--- config.mk ---
export PLATFORM = sky130hd
export DESIGN_NAME = player_phase
export DESIGN_NICKNAME = d
export VERILOG_FILES = /design/src/rtl/game_pkg.sv /design/src/rtl/rect_sprite.sv /design/src/rtl/player_phase.sv
export SDC_FILE = /design/constraint.sdc
export NUM_CORES = 1
export LEC_CHECK = 0
export BUFFER_PORTS_ARGS = -buffer_cell sky130_fd_sc_hd__buf_2
export CAP_MARGIN = 0
export CORE_MARGIN = 10
export CORE_UTILIZATION = 53
export CTS_CLUSTER_DIAMETER = 200
export DETAILED_ROUTE_END_ITERATION = 8
export PLACE_DENSITY = 0.78
export SLEW_MARGIN = 20
export SYNTH_ARGS = -nofsm -noshare
export SYNTH_HDL_FRONTEND = slang
export SYNTH_SLANG_ARGS = --single-unit
--- constraint.sdc ---
create_clock -name clk -period 2.4 [get_ports clk]
set_input_delay 0.12 -clock clk [delete_from_list [all_inputs] [get_ports clk]]
set_output_delay 0.12 -clock clk [all_outputs]
set_load 0.01 [all_outputs]
--- src/rtl/game_pkg.sv ---
// ============================================================================
// game_pkg : phase codes, screen limits, colours and phase FSM state type
// Rev 1.0
// ============================================================================
`default_nettype none

package game_pkg;

  localparam logic [3:0]  PHASE_MENU   = 4'b0000;
  localparam logic [3:0]  PHASE_PLAYER = 4'b0001;
  localparam logic [3:0]  PHASE_ENEMY  = 4'b1000;

  localparam logic [10:0] SCREEN_W     = 11'd1280;
  localparam logic [9:0]  SCREEN_H     = 10'd720;

  localparam logic [11:0] COLOUR_BLACK  = 12'h000;
  localparam logic [11:0] COLOUR_CURSOR = 12'h0F0;
  localparam logic [11:0] COLOUR_SHOT   = 12'hFF0;

  localparam logic [10:0] CURSOR_W       = 11'd64;
  localparam logic [9:0]  CURSOR_H       = 10'd64;
  localparam logic [9:0]  CURSOR_Y       = 10'd656;
  localparam logic [10:0] CURSOR_START_X = 11'd608;
  localparam logic [10:0] CURSOR_MAX_X   = 11'd1216;
  localparam logic [9:0]  SHOT_START_Y   = 10'd640;
  localparam logic [10:0] SHOT_W         = 11'd8;
  localparam logic [9:0]  SHOT_H         = 10'd8;
  localparam logic [10:0] SHOT_X_OFFSET  = 11'd28;

  typedef enum logic [1:0] {
    PH_IDLE   = 2'd0,
    PH_AIM    = 2'd1,
    PH_FLIGHT = 2'd2,
    PH_DONE   = 2'd3
  } phase_state_e;

endpackage

`default_nettype wire

--- src/rtl/rect_sprite.sv ---
// ============================================================================
// rect_sprite : solid axis-aligned rectangle hit test for the current pixel
// Rev 1.0
// ============================================================================
`default_nettype none

module rect_sprite (
  input  logic [10:0] x_in,
  input  logic [9:0]  y_in,
  input  logic [10:0] w_in,
  input  logic [9:0]  h_in,
  input  logic [11:0] colour_in,
  input  logic [10:0] hcount_in,
  input  logic [9:0]  vcount_in,
  output logic        hit_out,
  output logic [11:0] colour_out
);

  logic [11:0] x_end;
  logic [10:0] y_end;

  always_comb begin
    x_end      = {1'b0, x_in} + {1'b0, w_in};
    y_end      = {1'b0, y_in} + {1'b0, h_in};
    hit_out    = (hcount_in >= x_in) && ({1'b0, hcount_in} < x_end) &&
                 (vcount_in >= y_in) && ({1'b0, vcount_in} < y_end);
    colour_out = hit_out ? colour_in : 12'h000;
  end

endmodule

`default_nettype wire

--- src/rtl/player_phase.sv ---
// ============================================================================
// player_phase : aim a cursor, fire a projectile, report completion.
// Optional PLAYER_TIMEOUT_EN auto-fires after 600 frames in AIM.  Rev 1.0
// ============================================================================
`default_nettype none

module player_phase
  import game_pkg::*;
#(
  parameter logic [3:0] PHASE_CODE = 4'b0001,
  parameter int         MOVE_STEP  = 8,
  parameter int         SHOT_SPEED = 16
) (
  input  logic        clk,
  input  logic        rst_n,
  input  logic [10:0] hcount_in,
  input  logic [9:0]  vcount_in,
  input  logic [3:0]  state_in,
  input  logic [1:0]  rotate_in,
  output logic        busy_out,
  output logic        finished_out,
  output logic [11:0] pixel_out
);

  localparam logic [10:0] STEP_X  = 11'(MOVE_STEP);
  localparam logic [9:0]  SPEED_Y = 10'(SHOT_SPEED);

  phase_state_e state_q, state_d;
  logic [10:0]  cursor_x_q, cursor_x_d;
  logic [10:0]  shot_x_q, shot_x_d;
  logic [9:0]   shot_y_q, shot_y_d;
  logic [1:0]   rot_prev_q, rot_prev_d;
  logic         busy_q, busy_d;
  logic         finished_q, finished_d;
  logic [11:0]  pixel_q, pixel_d;
`ifdef PLAYER_TIMEOUT_EN
  logic [9:0]   timer_q, timer_d;
`endif

  logic        frame_tick, active, rot_edge, fire, auto_fire, visible;
  logic        cursor_hit, shot_hit;
  logic [11:0] cursor_colour, shot_colour;

  rect_sprite u_cursor (
    .x_in(cursor_x_q), .y_in(CURSOR_Y), .w_in(CURSOR_W), .h_in(CURSOR_H),
    .colour_in(COLOUR_CURSOR), .hcount_in(hcount_in), .vcount_in(vcount_in),
    .hit_out(cursor_hit), .colour_out(cursor_colour)
  );

  rect_sprite u_shot (
    .x_in(shot_x_q), .y_in(shot_y_q), .w_in(SHOT_W), .h_in(SHOT_H),
    .colour_in(COLOUR_SHOT), .hcount_in(hcount_in), .vcount_in(vcount_in),
    .hit_out(shot_hit), .colour_out(shot_colour)
  );

  always_comb begin
    frame_tick = (hcount_in == 11'd0) && (vcount_in == 10'd720);
    active     = (state_in == PHASE_CODE);
    rot_edge   = (rotate_in != rot_prev_q);
    fire       = rot_edge && (rotate_in == 2'b11);
    auto_fire  = 1'b0;
    visible    = (hcount_in < SCREEN_W) && (vcount_in < SCREEN_H);

    state_d    = state_q;
    cursor_x_d = cursor_x_q;
    shot_x_d   = shot_x_q;
    shot_y_d   = shot_y_q;
    rot_prev_d = rotate_in;
`ifdef PLAYER_TIMEOUT_EN
    timer_d    = timer_q;
`endif

    case (state_q)
      PH_IDLE: begin
        if (active) begin
          state_d    = PH_AIM;
          cursor_x_d = CURSOR_START_X;
          shot_y_d   = SHOT_START_Y;
`ifdef PLAYER_TIMEOUT_EN
          timer_d    = 10'd0;
`endif
        end
      end
      PH_AIM: begin
`ifdef PLAYER_TIMEOUT_EN
        if (frame_tick) begin
          timer_d   = timer_q + 10'd1;
          auto_fire = (timer_q == 10'd599);
        end
`endif
        if (fire || auto_fire) begin
          shot_x_d = cursor_x_q + SHOT_X_OFFSET;
          state_d  = PH_FLIGHT;
        end else if (rot_edge && rotate_in == 2'b01) begin
          cursor_x_d = (cursor_x_q > CURSOR_MAX_X - STEP_X) ? CURSOR_MAX_X
                                                             : cursor_x_q + STEP_X;
        end else if (rot_edge && rotate_in == 2'b10) begin
          cursor_x_d = (cursor_x_q < STEP_X) ? 11'd0 : cursor_x_q - STEP_X;
        end
      end
      PH_FLIGHT: begin
        // Compare before subtracting so the shot never wraps past the top
        if (frame_tick) begin
          if (shot_y_q < SPEED_Y) state_d  = PH_DONE;
          else                    shot_y_d = shot_y_q - SPEED_Y;
        end
      end
      default: ;
    endcase

    // Losing the phase code beats any same-cycle fire or move
    if (state_q != PH_IDLE && !active) state_d = PH_IDLE;

    busy_d     = (state_d == PH_AIM) || (state_d == PH_FLIGHT);
    finished_d = (state_d == PH_DONE);

    pixel_d = COLOUR_BLACK;
    if (state_q != PH_IDLE && visible) begin
      if (state_q == PH_FLIGHT && shot_hit) pixel_d = shot_colour;
      else if (cursor_hit)                  pixel_d = cursor_colour;
    end
  end

  always_ff @(posedge clk) begin
    if (!rst_n) begin
      state_q    <= PH_IDLE;
      cursor_x_q <= CURSOR_START_X;
      shot_x_q   <= 11'd0;
      shot_y_q   <= SHOT_START_Y;
      rot_prev_q <= 2'b00;
      busy_q     <= 1'b0;
      finished_q <= 1'b0;
      pixel_q    <= COLOUR_BLACK;
`ifdef PLAYER_TIMEOUT_EN
      timer_q    <= 10'd0;
`endif
    end else begin
      state_q    <= state_d;
      cursor_x_q <= cursor_x_d;
      shot_x_q   <= shot_x_d;
      shot_y_q   <= shot_y_d;
      rot_prev_q <= rot_prev_d;
      busy_q     <= busy_d;
      finished_q <= finished_d;
      pixel_q    <= pixel_d;
`ifdef PLAYER_TIMEOUT_EN
      timer_q    <= timer_d;
`endif
    end
  end

  assign busy_out     = busy_q;
  assign finished_out = finished_q;
  assign pixel_out    = pixel_q;

endmodule

`default_nettype wire

==> results of run 1 <==
==> power breakdown <==
group / switching, W / internal, W / total (W) / leakage (nW)
registers: 0.00000986 / 0.000523 / 0.000532 / 0.253
logic: 0.000138 / 0.000109 / 0.000247 / 1.24
clock network: 0.000200 / 0.000336 / 0.000535 / 0.0612
total: 0.000347 / 0.000967 / 0.00131 / 1.56
==> flip-flops by register name (all words and copies together) (netlist names) <==
| signal | count |
|---|---|
| busy_out | 1 |
| cursor_x_q | 8 |
| finished_out | 1 |
| pixel_out | 2 |
| rot_prev_q | 2 |
| shot_x_q | 9 |
| shot_y_q | 6 |
| state_q | 2 |
==> cells by family after synthesis <==
family	synth area share
xor gates and xnor gates	0.0638
DFF	0.205
AOI/OAI and AO/OA	0.223
and+or+nand+nor	0.215
buffers and inverters	0.0770
other	0.00124
adders and majority gates	0.211
muxes	0.00331
==> cells in the final DEF, fill, tap and decap left out, types with 3 or more instances in the layout <==
cell type   n
o21ai_0    16
nand2_1    22
nor2_1     33
or4_1       3
a211o_1     4
a31oi_1     4
nand3_1    19
conb_1      4
dfxtp_1    28
clkbuf_8    6
xnor2_1    22
o21a_1      3
nand2b_1    4
inv_1      30
and2_1      9
buf_4      29
dfxtp_2     3
a21o_1      7
ha_1       51
o211ai_1    4
nor2b_1     3
buf_2      38
a211oi_1    9
nand4b_1    3
a21oi_1    27
a41oi_1     3
and3_1      4
or3_1       3
==> stage by stage <==
stage	setup TNS (ps)	hold slack, ps	worst slack, ps	power, W	utilization
detailed placement	-1060	387	-233	0.000783	0.625
floorplan	0	242	32.0	0.000690	-
finish	0	86.1	29.6	0.00131	0.654
global placement	-676	376	-209	0.000772	0.625
global route	-0.490	86.1	-0.490	0.00138	0.654
CTS	0	81.7	45.2	0.00132	0.647
==> routing by layer <==
metal	up-vias	wire (um)	GRT usage
li1	1483	-	-
met1	1371	3340	0.203
met2	111	3720	0.284
met3	23	545	0.0385
met4	0	182	0.0577
met5	-	0	0
==> path summary, 6_finish.rpt <==
check / slack (ps) / depth (start not counted) / startpoint / to
worst max-delay path: 30 / 7 / hcount_in[0] / shot_y_q[9]
worst min register to register: 470 / 2 / shot_x_q[2] / shot_x_q[2]
worst min-delay path: 90 / 2 / rotate_in[0] / rot_prev_q[0]
worst max register to register: 120 / 11 / shot_x_q[7] / pixel_out[6]
==> worst reg2reg max path: stages, from the launching register on <==
cell and delay (ps):
dfxtp_1 330, and3_4 180, and3_4 190, nand3_1 90, xnor2_1 140, ha_1 300
o211ai_1 90, a41oi_1 80, and3_1 240, a2111oi_2 350, buf_4 170, a21o_1 70
==> final cells by class <==
cell class	count	area, um2
Multi-Input combinational cell	301	2240
Fill cell	476	1900
Sequential cell	31	624
Timing Repair Buffer	67	408
Inverter	33	124
Tap cell	72	90.1
Clock buffer	6	82.6
Clock inverter	2	35.0
==> what timing repair did <==
action                     CTS  global route
resized for setup            2            12
hold endpoints to repair     0             0
setup endpoints to repair    2             3
pin swaps                    1             0
==> summary.txt, run 1 <==
Outcome
  • Status: completed

Global route
  • GRT Overall Usage: 0.168
  • Overflow after GRT: 0
  • First-pass GRT wire length: 12,600 um
  • Antenna violations before repair: 0
  • Vias in the first global route: 2,844
  • Largest net degree at the start of global routing: 18

Floorplan
  • Starting Density: 0.549
  • # rows: 27
  • Die Wd: 95.5 um
  • DIE AREA: around 9000 um2
  • Die span in y: roughly 95 um
  • Area of the core: roughly 5500 um2
  • Num ports: 43

STA
  • Final setup vio count: 0
  • Worst Max-Slew Pin Slew: 558 ps
  • Relative slew slack: 0.623
  • Final hold vios: 0
  • Achievable frequency: 422 MHz
  • Min cycle time layout: 2370 ps
  • Tcrit/Tclk final: 0.988
  • Fin. max-slew vios: 0
  • Clock skew: roughly 7.5 ps

Cells and area
  • Fin area: roughly 3600 um2
  • Final Net Count: 519
  • Finished Layout Cells: 512
  • Layout cells sized above 1: 0.220
  • P&R area growth vs syn: 19.3%
  • N_diodes: 0

Synthesis
  • Top cells by area, synth: ha_1 (21%), dfxtp_1 (21%), xnor2_1 (6.4%)
  • Cell Area, Synth: just over 3000 um2
  • Top-count cell post-synth: ha_1
  • Synth cell types: 52
  • Synth top area share: 0.211
  • Post-Synthesis Cells: 381
  • Sequential-to-total area share from yosys stat: 0.205
  • Commonest cells in the netlist: ha_1 (51), nor2_1 (33), dfxtp_1 (31), inv_1 (31), a21oi_1 (28)
  • Synth warn: 0
  • Ys async rst share: 0
  • EDFF count, synth: 0
  • Synth Area per Inst: a little under 8 um2
  • Synthesis-stage register bit count: 31
  • Yosys top cell by area: ha_1
  • Synth Flop Type: dfxtp_1

Placed design
  • Gpl congestion: 0.883
  • Port Buffers: 38
  • Hpwl dp: between 6000 and 7000 um
  • Placed cell area: 3440 um2
  • Dpl cells: between 500 and 600

Worst setup path
  • Critical Path AT: 2550 ps
  • Worst path bufs/invs: 1
  • Slowest CP cell: or4_1
  • Worst path max stage delay: 590 ps
  • CP delay by family, top: simple AND/OR/NAND/NOR gates
  • Worst path most repeated cell: or4_1
  • CP Cell Sequence: buf_2 -> or4_1 -> or4_1 -> or4b_4 -> a2111oi_4 -> xnor2_1 -> nand2_1
  • WS Path Type: primary input to flip-flop
  • Data required time at the worst endpoint: 2580 ps
  • Crit. End Element: flip-flop
  • Worst Path Max Fanout: 4
  • Critical Path Start Type: primary input

Clock tree
  • Clock Sinks: 31
  • Worst skew pair latency: 290 ps
  • Max Buffers Root-to-Sink: 2
  • Num CTS Buffers: 5
  • Post-CTS Setup Inserts: 0
  • # hold bufs at CTS: 0
  • CTS tree: built
  • H-tree Lvls: 2
  • Clock-pin transition on the worst setup and hold timing paths: 70 ps
  • Root buffer cell: clkbuf_8

Power and ir drop
  • Leakage: 1.56 nW
  • PD cells: approximately 360 nW/um2
  • Max VDD drop: roughly 220 uV

Detailed routing
  • DRC Markers: 0
  • Initial drt markers: 153
  • DRT Pass-1 Iters: 5
  • Vias: about 3,000
  • Vias/cell: 5.84
  • Routed WL: slightly below 8000 um
  • Antenna Violating Nets Remaining: 0
  • DR WL/cell: around 15 um

Flow run
  • # Max-Cap Violations: 0

Hold path
  • Hold Path Class: primary input to flip-flop
No activity file was read; power rests on OpenSTA's default activity.
==> inputs of run 2 (changes only) <==
- HOLD_SLACK_MARGIN: not set -> 0.05
- PLACE_DENSITY: 0.78 -> 0.75
- clock period: 2.4 -> 2.57 ns (I/O delays scaled with it)
==> summary.txt, run 2 (synthesized netlist as in run 1, its figures left out) <==
Outcome
  • Status: completed

Power and ir drop
  • Total power: 0.00122 W (-7.1%)
  • Leakage: 1.50 nW (-3.7%)
  • PD cells: 351 nW/um2 (-3.9%)
  • Max VDD drop: 254 uV (+16%)

Cells and area
  • Most common cell after layout, fill and taps aside: ha_1
  • P&R area growth vs syn: 15.3%
  • Layout Utilization: 0.633 (-0.0216)
  • Final Net Count: 509 (-1.9%)
  • N_diodes: 0 (unchanged)
  • Fill cell count: 505 (+6.1%)
  • Finished Layout Cells: 502 (-2.0%)
  • Layout cells sized above 1: 0.184 (-0.0367)
  • Regs by FF count: shot_x_q: 9 flops, cursor_x_q: 8 flops, shot_y_q: 6 flops
  • Most frequent cells in the layout: ha_1 (50), buf_2 (38), nor2_1 (33), dfxtp_1 (31), inv_1 (30)
  • Top reg by flops: shot_x_q
  • Largest register FFs: 9 (unchanged)

Worst setup path
  • Worst path most repeated cell: and2_1
  • Path depth of the worst reg2reg path: 9 (-2)
  • Crit. End Element: flip-flop
  • R2R Setup Slk: 90 ps (-30 ps)
  • CP Cell Sequence: inv_1 -> ha_2 -> or3b_2 -> or3_1 -> nor3_2 -> and2_1 -> o21a_1 -> ha_1 -> and2_1
  • R2R Path End: busy_out
  • WS Path Type: flip-flop to flip-flop
  • Critical Path Start Type: flip-flop
  • Data required time at the worst endpoint: 2750 ps (+170 ps)
  • Worst path max stage delay: 450 ps (-140 ps)
  • Worst Path Max Fanout: 4 (unchanged)
  • Worst r2r src: shot_y_q[4]
  • Slowest CP cell: or3b_2
  • Critical Path AT: 2660 ps (+110 ps)

Floorplan
  • Num ports: 43 (unchanged)
  • Die Wd: 95.5 um (unchanged)
  • # rows: 27 (unchanged)
  • Die span in y: 95.5 um (unchanged)
  • Starting Density: 0.549 (unchanged)
  • Area of the core: 5510 um2 (unchanged)
  • DIE AREA: 9120 um2 (unchanged)

Clock tree
  • CTS tree: built
  • Worst skew pair latency: 290 ps (about the same)
  • Max Buffers Root-to-Sink: 2 (unchanged)
  • Clock Sinks: 31 (unchanged)
  • Clock-pin transition on the worst setup and hold timing paths: 80 ps (about the same)
  • Root buffer cell: clkbuf_8
  • H-tree Lvls: 2 (unchanged)
  • # hold bufs at CTS: 0 (unchanged)
  • Num CTS Buffers: 5 (unchanged)

Hold path
  • Hold Path Class: primary input to flip-flop
  • Hold Path Depth: 2 (unchanged)
  • Min-delay src: rotate_in[1]
  • Worst Hold End: rot_prev_q[1]

Global route
  • GRT Overall Usage: 0.171 (+0.00350)
  • Vias in the first global route: 2,790 (-1.9%)
  • Largest net degree at the start of global routing: 18 (unchanged)
  • First-pass GRT wire length: 12,800 um (+1.8%)
  • Antenna violations before repair: 0 (unchanged)
  • Overflow after GRT: 0 (unchanged)

Placed design
  • Port Buffers: 38 (unchanged)
  • Dpl cells: 494 (-2.0%)
  • Place WS: -75.0 ps (+158 ps)
  • Gpl congestion: 0.957 (+8.5%)
  • Hpwl dp: 6020 um (-3.6%)

STA
  • Clock skew: 11.2 ps (+3.62 ps)
  • Tcrit/Tclk final: 0.963
  • Min cycle time layout: 2480 ps
  • Setup WS post-layout: 94.0 ps (+64.4 ps)
  • Achievable frequency: 404 MHz
  • Worst Max-Slew Pin Slew: 595 ps (+36.4 ps)
  • Relative slew slack: 0.598 (-0.0246)
  • Final setup vio count: 0 (unchanged)
  • Final hold vios: 0 (unchanged)
  • Fin. max-slew vios: 0 (unchanged)
  • Setup TNS Final: 0 ps (unchanged)

Detailed routing
  • Routed WL: 7430 um (-4.6%)
  • Vias: 2,875 (-3.8%)
  • DRT Pass-1 Iters: 4 (-1)
  • DRC Markers: 0 (unchanged)
  • Initial drt markers: 157 (+2.6%)
  • DR WL/cell: 14.8 um (-2.7%)
  • Antenna Violating Nets Remaining: 0 (unchanged)
  • Vias/cell: 5.73 (-1.9%)

Flow run
  • # Max-Cap Violations: 0 (unchanged)
-- run 2: cell count changes in the layout (fill, tap and decap cells not counted), sizes merged --
| cell | change |
|---|---|
| buf | -10 |
-- run 2: area by class of cell --
class,count,area (um2),area share
Tap cell,72,90.1,0.0259
Multi-Input combinational cell,301,2200,0.631
Clock buffer,6,82.6,0.0237
Inverter,33,124,0.0356
Clock inverter,2,35.0,0.0101
Sequential cell,31,621,0.178
Timing Repair Buffer,57,333,0.0955
-- run 2: what timing repair did --
| action | in CTS | in global routing |
|---|---|---|
| resized for setup | 0 | 5 |
| setup endpoints to repair | 0 | 3 |
| buffers inserted | 0 | 0 |
-- run 2: worst max path at each step --
stage / start / to / cells past startpoint
finish: shot_y_q[4] / busy_out / 9
global route: shot_y_q[4] / busy_out / 9
CTS: shot_y_q[4] / busy_out / 9
detailed placement: hcount_in[0] / shot_y_q[9] / 7
global placement: hcount_in[0] / shot_y_q[9] / 7
floorplan: cursor_x_q[3] / cursor_x_q[6] / 9
-- run 2: power breakdown --
group / switching (W) / internal (W) / total (W)
combinational: 0.000126 / 0.0000960 / 0.000222
sequential: 0.00000680 / 0.000488 / 0.000495
clock: 0.000191 / 0.000314 / 0.000505
-- run 2: through the flow --
stage	hold WS (ps)	cell area, um2
CTS	88.6	3470
floorplan	250	3040
global placement	385	3350
finish	99.0	3480
detailed placement	388	3350
global route	99.1	3480
-- run 2: routing by layer --
layer | vias up | global-route usage | wire length (um)
met4 | 0 | 0.0516 | 97
li1 | 1462 | - | -
met1 | 1335 | 0.218 | 3430
met2 | 69 | 0.284 | 3460
met5 | - | 0 | 0
met3 | 9 | 0.0338 | 445
-- run 2: worst max-delay path, delay by kind of cell, from the launching register on --
kind | cells | cell delay [ps]
buffers and inverters | 1 | 130
AOI/OAI and AO/OA | 1 | 130
and+or+nand+nor | 5 | 1340
DFF | 1 | 320
adders and majority gates | 2 | 430
==> inputs of run 3 (changes only) <==
- CTS_BUF_LIST: not set -> sky130_fd_sc_hd__clkbuf_4
- PLACE_DENSITY: 0.75 -> 0.71
- REMOVE_ABC_BUFFERS: not set -> 1
- SYNTH_HIERARCHICAL: not set -> 1
==> summary.txt, run 3 <==
Synthesis
  • Synth Flop Type: dfxtp_1
  • EDFF count, synth: 0 (unchanged)
  • Cell Area, Synth: 6160 um2 (+100%)
  • Synthesis-stage register bit count: 41 (+32%)
  • Synth warn: 6 (+6)
  • Sequential-to-total area share from yosys stat: 0.133 (-0.0723)
  • Ys async rst share: 0 (unchanged)
  • Synth Area per Inst: 7.68 um2 (-3.2%)
  • Top-count cell post-synth: ha_1
  • Commonest cells in the netlist: ha_1 (127), nor2_1 (74), inv_1 (71), a21oi_1 (59), nand3_1 (53)
  • Synth cell types: 70 (+35%)
  • Post-Synthesis Cells: 803 (+110%)
  • Top cells by area, synth: ha_1 (26%), dfxtp_1 (13%), a21oi_1 (4.8%)
  • Yosys top cell by area: ha_1
  • Synth top area share: 0.258 (+0.0465)

Placed design
  • Gpl congestion: 0.871 (-9.0%)
  • Placed cell area: 7290 um2 (+120%)
  • Hpwl dp: 12,500 um (+110%)
  • Port Buffers: 42 (+11%)

Worst setup path
  • Crit. End Element: flip-flop
  • Data required time at the worst endpoint: 2870 ps (+120 ps)
  • Slowest CP cell: dfxtp_2
  • Worst path max stage delay: 360 ps (-90 ps)
  • CP Cell Sequence: ha_4 -> o21a_1 -> o21a_1 -> o221a_2 -> o21ai_1 -> nand2_1 -> xnor2_1 -> ha_1 -> a21o_1 -> a211o_1 -> a211oi_2 -> a211o_1 -> nand2_1 -> nor2_1 -> buf_4 -> nand3_1 -> a21oi_1
  • WS Path Type: flip-flop to flip-flop
  • Critical Path AT: 3640 ps (+980 ps)
  • Worst Path Max Fanout: 5 (+1)
  • Critical Path Start Type: flip-flop

Detailed routing
  • Routed WL: 15,900 um (+110%)
  • DRC Markers: 0 (unchanged)
  • DRT Pass-1 Iters: 5 (+1)
  • Antenna Violating Nets Remaining: 0 (unchanged)
  • Met1 WL: 7120 um (+110%)
  • Initial drt markers: 323 (+110%)
  • Top layer in use: met4
  • DR WL/cell: 13.8 um (-7.1%)
  • Vias/cell: 5.41 (-5.5%)
  • Met3 wire len: 612 um (+38%)
  • Met2 WL post-DR: 7860 um (+130%)
  • Vias: 6,240 (+120%)

Cells and area
  • Fin area: 7630 um2 (+120%)
  • P&R area growth vs syn: 23.8%
  • Largest register FFs: 12 (+3)
  • Most common cell after layout, fill and taps aside: ha_1
  • Fill cell count: 1,046 (+110%)
  • Layout Utilization: 0.668 (+0.0357)
  • Most frequent cells in the layout: ha_1 (123), conb_1 (110), inv_1 (71), nor2_1 (70), buf_4 (65)
  • Layout cells sized above 1: 0.168 (-0.0152)
  • Final Net Count: 1,168 (+130%)

Global route
  • Antenna violations before repair: 1 (+1)
  • Largest net degree at the start of global routing: 22 (+4)
  • First-pass GRT wire length: 26,600 um (+110%)
  • GRT Overall Usage: 0.189 (+0.0185)
  • Overflow after GRT: 0 (unchanged)
  • Vias in the first global route: 5,760 (+110%)

Clock tree
  • Num CTS Buffers: 5 (unchanged)
  • Clock Sinks: 41 (+32%)
  • CTS tree: built
  • H-tree Lvls: 2 (unchanged)
  • Clock-pin transition on the worst setup and hold timing paths: 140 ps (+60 ps)
  • Max Buffers Root-to-Sink: 2 (unchanged)
  • Worst skew pair latency: 380 ps (+90 ps)
  • Root buffer cell: clkbuf_4

Floorplan
  • Starting Density: 0.540 (-0.00874)
  • Die span in y: 128 um (+34%)
  • Area of the core: 11,400 um2 (+110%)
  • Die Wd: 128 um (+34%)
  • # rows: 39 (+44%)
  • Num ports: 43 (unchanged)
  • DIE AREA: 16,300 um2 (+79%)

STA
  • Tcrit/Tclk final: 1.30 (+0.334)
  • RSZ-0062 raised after global routing: yes
  • Worst Max-Slew Pin Slew: 534 ps (-60.3 ps)
  • Fin. max-slew vios: 0 (unchanged)
  • Setup WS post-layout: -764 ps (-858 ps)
  • Achievable frequency: 300 MHz (-26%)
  • Final hold vios: 0 (unchanged)
  • Setup TNS Final: -5730 ps (-5730 ps)
  • Min cycle time layout: 3330 ps (+858 ps)
  • Final setup vio count: 8 (+8)
  • Clock skew: 18.2 ps (+7.01 ps)
  • Relative slew slack: 0.642 (+0.0439)
  • Hold Worst Slack: 116 ps (+16.8 ps)

Power and ir drop
  • Clock share of power: 0.222 (-0.191)
  • Max VDD drop: 244 uV (-3.9%)
  • Total power: 0.00208 W (+70%)
  • Combinational share of power: 0.467 (+0.285)
  • Net Switching: 0.000796 W (+150%)
  • Sequential power share: 0.311 (-0.094)
  • Leakage: 3.62 nW (+140%)
  • Cell Int Power: 0.00128 W (+43%)
  • Switching part of the total: 0.383 (+0.117)
  • PD cells: 272 nW/um2 (-22%)

Outcome
  • Failing checks: negative setup slack
  • Status: finished with violations

Hold path
  • Hold Path Class: primary input to flip-flop

Flow run
  • # Max-Cap Violations: 0 (unchanged)
-- run 3: power groups by stage --
stage / combinational, W / clock, W / sequential (W)
2_1_floorplan: 0.000643 / 0 / 0.000661
3_3_place_gp: 0.000876 / 0 / 0.000659
3_5_place_dp: 0.000887 / 0 / 0.000659
4_1_cts: 0.000913 / 0.000467 / 0.000646
5_1_grt: 0.00111 / 0.000505 / 0.000647
6_report: 0.000972 / 0.000461 / 0.000646
-- run 3: metrics by stage --
step | std cells | worst slack (ps)
CTS | 1151 | -771
finish | 1153 | -764
detailed placement | 1132 | -896
global placement | 1132 | -853
floorplan | 887 | -1190
global route | 1153 | -936
-- run 3: worst max-delay path: cells and delay by family (launching register included) --
family | cells | cell delay (ps)
AOI/OAI and AO/OA | 9 | 1790
adders and majority gates | 2 | 520
DFF | 1 | 360
and+or+nand+nor | 4 | 320
buffers and inverters | 1 | 140
xor gates and xnor gates | 1 | 130
-- run 3: cells by family (layout without fill, tap and decap cells) --
group	count (synthesis)	count (layout)	synth area share
compound gates	225	225	0.250
xor+xnor	38	38	0.0540
fa+ha+maj	131	131	0.271
buf+inv	95	193	0.0619
flops	41	41	0.133
mux	3	3	0.00487
other cells	2	111	0.00122
simple gates	268	268	0.224
-- run 3: worst paths after layout --
path / slack [ps] / cells after the start / startpoint / end
max: -760 / 17 / cursor_x_q[4] / pixel_out[7]
min reg2reg: 530 / 2 / shot_x_q[2] / shot_x_q[2]
max reg2reg: -760 / 17 / cursor_x_q[4] / pixel_out[7]
min: 120 / 2 / rst_n / cursor_x_q[6]
-- run 3: final cells by class --
type,instances,area [um2],area share
antenna,1,2.50,0.000328
clock buffer,5,37.5,0.00492
clock inverter,3,46.3,0.00607
inverter,71,267,0.0349
multi-input combinational,775,5500,0.721
sequential,41,826,0.108
tap,143,179,0.0234
timing repair buffer,114,772,0.101
-- run 3: per-layer routing --
metal,vias up,track usage
li1,3261,-
met1,2844,0.232
met2,118,0.336
met3,17,0.0285
met4,0,0.0503
met5,-,0
-- run 3: timing repair --
item,in CTS,in global routing
setup buffers,6,1
endpoints found under the hold margin,3,0
resized for setup,16,18
endpoints found under the setup margin,8,8
hold buffers,4,0
cloned,1,0
pin swaps,18,37
